<file path="src/rtl/lfsr_bist_engine.sv">
// lfsr_bist_engine
//   LFSR-based BIST engine. In PRPG mode it steps a Galois LFSR to feed
//   pseudo-random patterns to the circuit under test. In MISR mode it also
//   folds each response word into the register to build a signature. A run
//   takes a programmable number of steps. The final register value is then
//   captured as the signature and compared against a golden value.
//
// Ports
//   clk_i            clock, all state on the rising edge
//   reset_i          synchronous active-high reset
//   start_i          begin a run (honoured in IDLE/DONE only)
//   mode_i           0 = PRPG, 1 = MISR (sampled with start_i)
//   seed_load_i      load seed_i into the register (honoured in IDLE/DONE only)
//   seed_i           seed value; zero is replaced by 1
//   pattern_count_i  number of steps N (sampled with start_i)
//   misr_in_i        response word, XORed in on every MISR RUN cycle
//   expected_sig_i   golden signature, compared when DONE is entered
//   pattern_out_o    current register value
//   step_o / busy_o  high during RUN
//   done_o           one-cycle pulse in DONE
//   signature_o      register value captured on entry to DONE
//   pass_o           signature_o == expected_sig_i, captured with signature_o
module lfsr_bist_engine #(
  parameter int               WIDTH     = 5,
  parameter logic [WIDTH-1:0] POLY      = 5'b00101,
  parameter int               CNT_W     = 8,
  parameter logic [WIDTH-1:0] SEED_INIT = 5'b00001
) (
  input  logic             clk_i,
  input  logic             reset_i,
  input  logic             start_i,
  input  logic             mode_i,
  input  logic             seed_load_i,
  input  logic [WIDTH-1:0] seed_i,
  input  logic [CNT_W-1:0] pattern_count_i,
  input  logic [WIDTH-1:0] misr_in_i,
  input  logic [WIDTH-1:0] expected_sig_i,
  output logic [WIDTH-1:0] pattern_out_o,
  output logic             step_o,
  output logic             busy_o,
  output logic             done_o,
  output logic [WIDTH-1:0] signature_o,
  output logic             pass_o
);

  typedef enum logic [1:0] {IDLE, RUN, DONE} state_e;

  state_e           state_q, state_d;
  logic [WIDTH-1:0] reg_q, reg_d;
  logic [CNT_W-1:0] cnt_q, cnt_d;
  logic             mode_q, mode_d;
  logic             busy_q, done_q, pass_q;
  logic [WIDTH-1:0] sig_q;

  logic [WIDTH-1:0] seed_val;
  logic [WIDTH-1:0] nxt_val;

  always_comb begin
    // An all-zero register would lock the LFSR, so a zero seed loads 1.
    seed_val = (seed_i == '0) ? WIDTH'(1) : seed_i;
    nxt_val  = {reg_q[WIDTH-2:0], 1'b0} ^ ({WIDTH{reg_q[WIDTH-1]}} & POLY);
    if (mode_q) nxt_val = nxt_val ^ misr_in_i;
  end

  always_comb begin
    state_d = state_q;
    reg_d   = reg_q;
    cnt_d   = cnt_q;
    mode_d  = mode_q;
    case (state_q)
      RUN: begin
        reg_d = nxt_val;
        cnt_d = cnt_q - CNT_W'(1);
        // The counter is loaded with N > 0 and leaves RUN at 1, so it never wraps.
        if (cnt_q == CNT_W'(1)) state_d = DONE;
      end
      default: begin  // IDLE and DONE behave the same
        if (seed_load_i) reg_d = seed_val;
        if (start_i) begin
          mode_d  = mode_i;
          cnt_d   = pattern_count_i;
          state_d = (pattern_count_i == '0) ? DONE : RUN;
        end else begin
          state_d = IDLE;
        end
      end
    endcase
  end

  // State plus registered outputs. Outputs are decoded from the next state,
  // so they line up with the state they describe.
  always_ff @(posedge clk_i) begin
    if (reset_i) begin
      state_q <= IDLE;
      reg_q   <= SEED_INIT;
      cnt_q   <= '0;
      mode_q  <= 1'b0;
      busy_q  <= 1'b0;
      done_q  <= 1'b0;
      sig_q   <= '0;
      pass_q  <= 1'b0;
    end else begin
      state_q <= state_d;
      reg_q   <= reg_d;
      cnt_q   <= cnt_d;
      mode_q  <= mode_d;
      busy_q  <= (state_d == RUN);
      done_q  <= (state_d == DONE);
      if (state_d == DONE) begin
        sig_q  <= reg_d;
        pass_q <= (reg_d == expected_sig_i);
      end
    end
  end

  assign pattern_out_o = reg_q;
  assign step_o        = busy_q;
  assign busy_o        = busy_q;
  assign done_o        = done_q;
  assign signature_o   = sig_q;
  assign pass_o        = pass_q;

endmodule

</file>
<file path="config.mk">
export PLATFORM = sky130hd
export DESIGN_NAME = lfsr_bist_engine
export DESIGN_NICKNAME = d
export VERILOG_FILES = /design/src/rtl/lfsr_bist_engine.sv
export SDC_FILE = /design/constraint.sdc
export NUM_CORES = 1
export LEC_CHECK = 0
export CAP_MARGIN = 20
export CORE_UTILIZATION = 50
export CTS_CLUSTER_SIZE = 28
export DETAILED_ROUTE_END_ITERATION = 8
export PLACE_DENSITY_LB_ADDON = 0.12
export REMOVE_ABC_BUFFERS = 1
export SYNTH_ARGS = -nofsm -noshare
export SYNTH_HDL_FRONTEND = slang
export SYNTH_SLANG_ARGS = --single-unit
</file>
<file path="constraint.sdc">
create_clock -name clk_i -period 3.3 [get_ports clk_i]
set_input_delay 0.66 -clock clk_i [delete_from_list [all_inputs] [get_ports clk_i]]
set_output_delay 0.66 -clock clk_i [all_outputs]
set_load 0.05 [all_outputs]
</file>
==> results.toml <==
[detailed_routing]
ant_nets = 0
firstDrtPassIters = 4
drc = 0
viasPerCell = 5.70
wl_mm = 3.36
routedWlPerCell_um = 15.1
vias = 1270
drtIter0Drc = 27

[global_route]
grt_max_degree = 25
grt_pass1_vias = 1175
gr-total-overflow = 0
grt.total_usage_pct = 25.0
antenna_found_initial = 0
grt_first_pass_wirelength_mm = 5.24

[clock_tree]
clockBufferDepth = 2
clk_latency_ns = 0.31
cts_sinks = 24
post_cts_buffers = 0
ctsResizeCount = 0
path_clk_slew_ns = 0.14
cts_tree = "done"
hold_buffers = 0
cts.root.buffer_cell = "clkbuf_4"
numCtsBuffers = 3
h-tree-depth = 1

[synthesis]
ys_seq_elements = 24
synth_area_sq_mm = 0.00136
synth_seq_area_share_pct = 35.2
yosys.area.top_type = "dfxtp_1"
synth_edf_count = 0
muxShareOfSynthArea_pct = 10.3
yosys_warnings = 0
synth.area.top_cells = "dfxtp_1 35%, mux2i_1 10%, xor3_1 5.2%"
synth_cell_type_count = 42
syn_inst = 154
avgSynthCellArea_sq_um = 8.86
synth-simple-area-share_pct = 22.8
synth_top_family_by_area = "simple AND/OR/NAND/NOR gates"
synthAdderAreaFrac_pct = 1.83
async_flop_share_pct = 0
synth_compound_area_share_pct = 13.3
synthXorXnorAreaFrac_pct = 12.3
yosys-top-cells-count = "24 x dfxtp_1, 17 x nand2_1, 15 x nor2_1, 14 x mux2i_1, 8 x xor2_1"
synth.top_cell.area_share_pct = 35.2
synthFlopType = "dfxtp_1"
yosysMostFrequentCell = "dfxtp_1"

[critical_path]
crit_required_ns = 3.54
critical_path_class = "in2reg"
slowest_stage = "nor4_1"
path_max_fanout = 4
start_kind = "primary input"
critPathBufInv = 1
cp-end-kind = "flip-flop"
crit_arrival_ns = 2.74
slowest_delay_ns = 0.53
path_delay_family = "simple AND/OR/NAND/NOR gates"
cp_cell_sequence = "clkdlybuf4s50_1, nor4_1, nand4_1, a21oi_2, or4b_1, o31ai_2"

[timing]
finalSetupViolCount = 0
fin_crit_ns = 2.50
finalCritPeriodShare_pct = 75.7
max_freq_mhz = 401
hold_violations = 0
rsz0062_at_grt = "false"
skew_ns = 0.00477
slew_violations = 0
worst_pin_slew_ns = 0.544
relSlewSlack_pct = 63.4
fin_setup_tns_ns = 0

[floorplanning]
pin_count = 42
initial_core_util_pct = 54.1
die_h_um = 54.2
core_area_sq_mm = 0.00252
row_count = 18
fp.dieW_um = 54.2
die-area_sq_mm = 0.00294

[run_status]
outcome = "finished clean"

[run]
maxCapViolCount = 0

[final_layout]
drive_gt1_share_pct = 6.22
diodes = 0
final_cells = 223
finalNetCount = 224
syn2layout_area_growth_pct = 34.2

[placed_design]
placed_cells = 219
gp_congestion = 0.914
port_buffers = 41
hpwl_mm = 2.53

[power]
p_leak_uw = 0.000728
vdd_drop_max_mv = 0.359
p_per_area_mw_per_mm2 = 397
power.total_uw = 726

[min_path]
hp-class = "reg2reg"
[flip-flops by register name (all words and copies together) (netlist names)]
name	flops
mode_q	1
busy_o	1
done_o	1
pattern_out_o	5
cnt_q	8
pass_o	1
state_q	2
signature_o	5
[placed cells by master (no fill, tap or decap), types with 2 or more instances in the layout]
cell type,synthesis,routed
nand2b_1,2,2
o21ai_0,4,4
mux2i_1,14,14
nor3_1,4,4
nor4_1,3,3
o211ai_1,2,2
nand2_1,17,17
ha_1,2,2
buf_4,1,3
a21oi_1,7,7
xor2_1,8,8
clkbuf_4,0,3
xor3_1,3,3
a31oi_1,3,3
inv_1,5,5
xnor2_1,3,3
clkdlybuf4s50_1,0,41
dfxtp_1,24,24
nor2_1,15,15
o31ai_1,2,2
nor2b_1,5,5
or3_1,2,2
[worst register-to-register path, stage by stage (launching register included)]
cell and delay [ns]:
dfxtp_1 0.35, nor2b_1 0.36, buf_4 0.24, nand4b_2 0.18, a21oi_2 0.18, or4b_1 0.46, o31ai_2 0.17
[layout make-up]
| cell class | count | area, sq um |
|---|---|---|
| clock buffers | 4 | 36.3 |
| flip-flops and latches | 24 | 480 |
| inverters | 5 | 18.8 |
| multi-input cells | 116 | 825 |
| well taps | 30 | 37.5 |
| repair buffers | 44 | 433 |
| fillers | 204 | 692 |
[power by group]
group,total (uW),switching (uW),internal [uW]
clock network,157,89.9,67.3
registers,334,23.1,311
logic,235,123,112
[worst paths after layout]
kind / startpoint / endpoint / slack, ns / cells past startpoint
max: pattern_count_i[4] / pass_o / 0.80 / 6
min: signature_o[3] / signature_o[3] / 0.54 / 2
max reg2reg: state_q[0] / pass_o / 1.28 / 6
min reg2reg: signature_o[3] / signature_o[3] / 0.54 / 2
[cells by family (layout without fill, tap and decap cells)]
kind of cell / after synthesis / count (layout)
fa+ha+maj: 2 / 2
xor+xnor: 14 / 14
compound gates: 27 / 27
flops: 24 / 24
simple gates: 59 / 59
mux: 14 / 14
buf+inv: 14 / 53
[stage by stage]
step	hold WS [ns]	utilization [%]	setup WS (ns)	cell area [sq um]
floorplan	0.481	-	1.26	1320
global placement	0.480	71.1	0.668	1790
detailed placement	0.513	71.1	0.544	1790
CTS	0.546	72.6	0.829	1830
global route	0.568	72.6	0.684	1830
finish	0.540	72.6	0.803	1830
[layer usage]
metal	up-vias	wire [um]	global-route usage, %
li1	617	-	-
met1	592	1460	34.0
met2	53	1660	40.9
met3	8	184	4.17
met4	0	56	6.41
met5	-	0	0
Power figures use the tool's default switching activity.
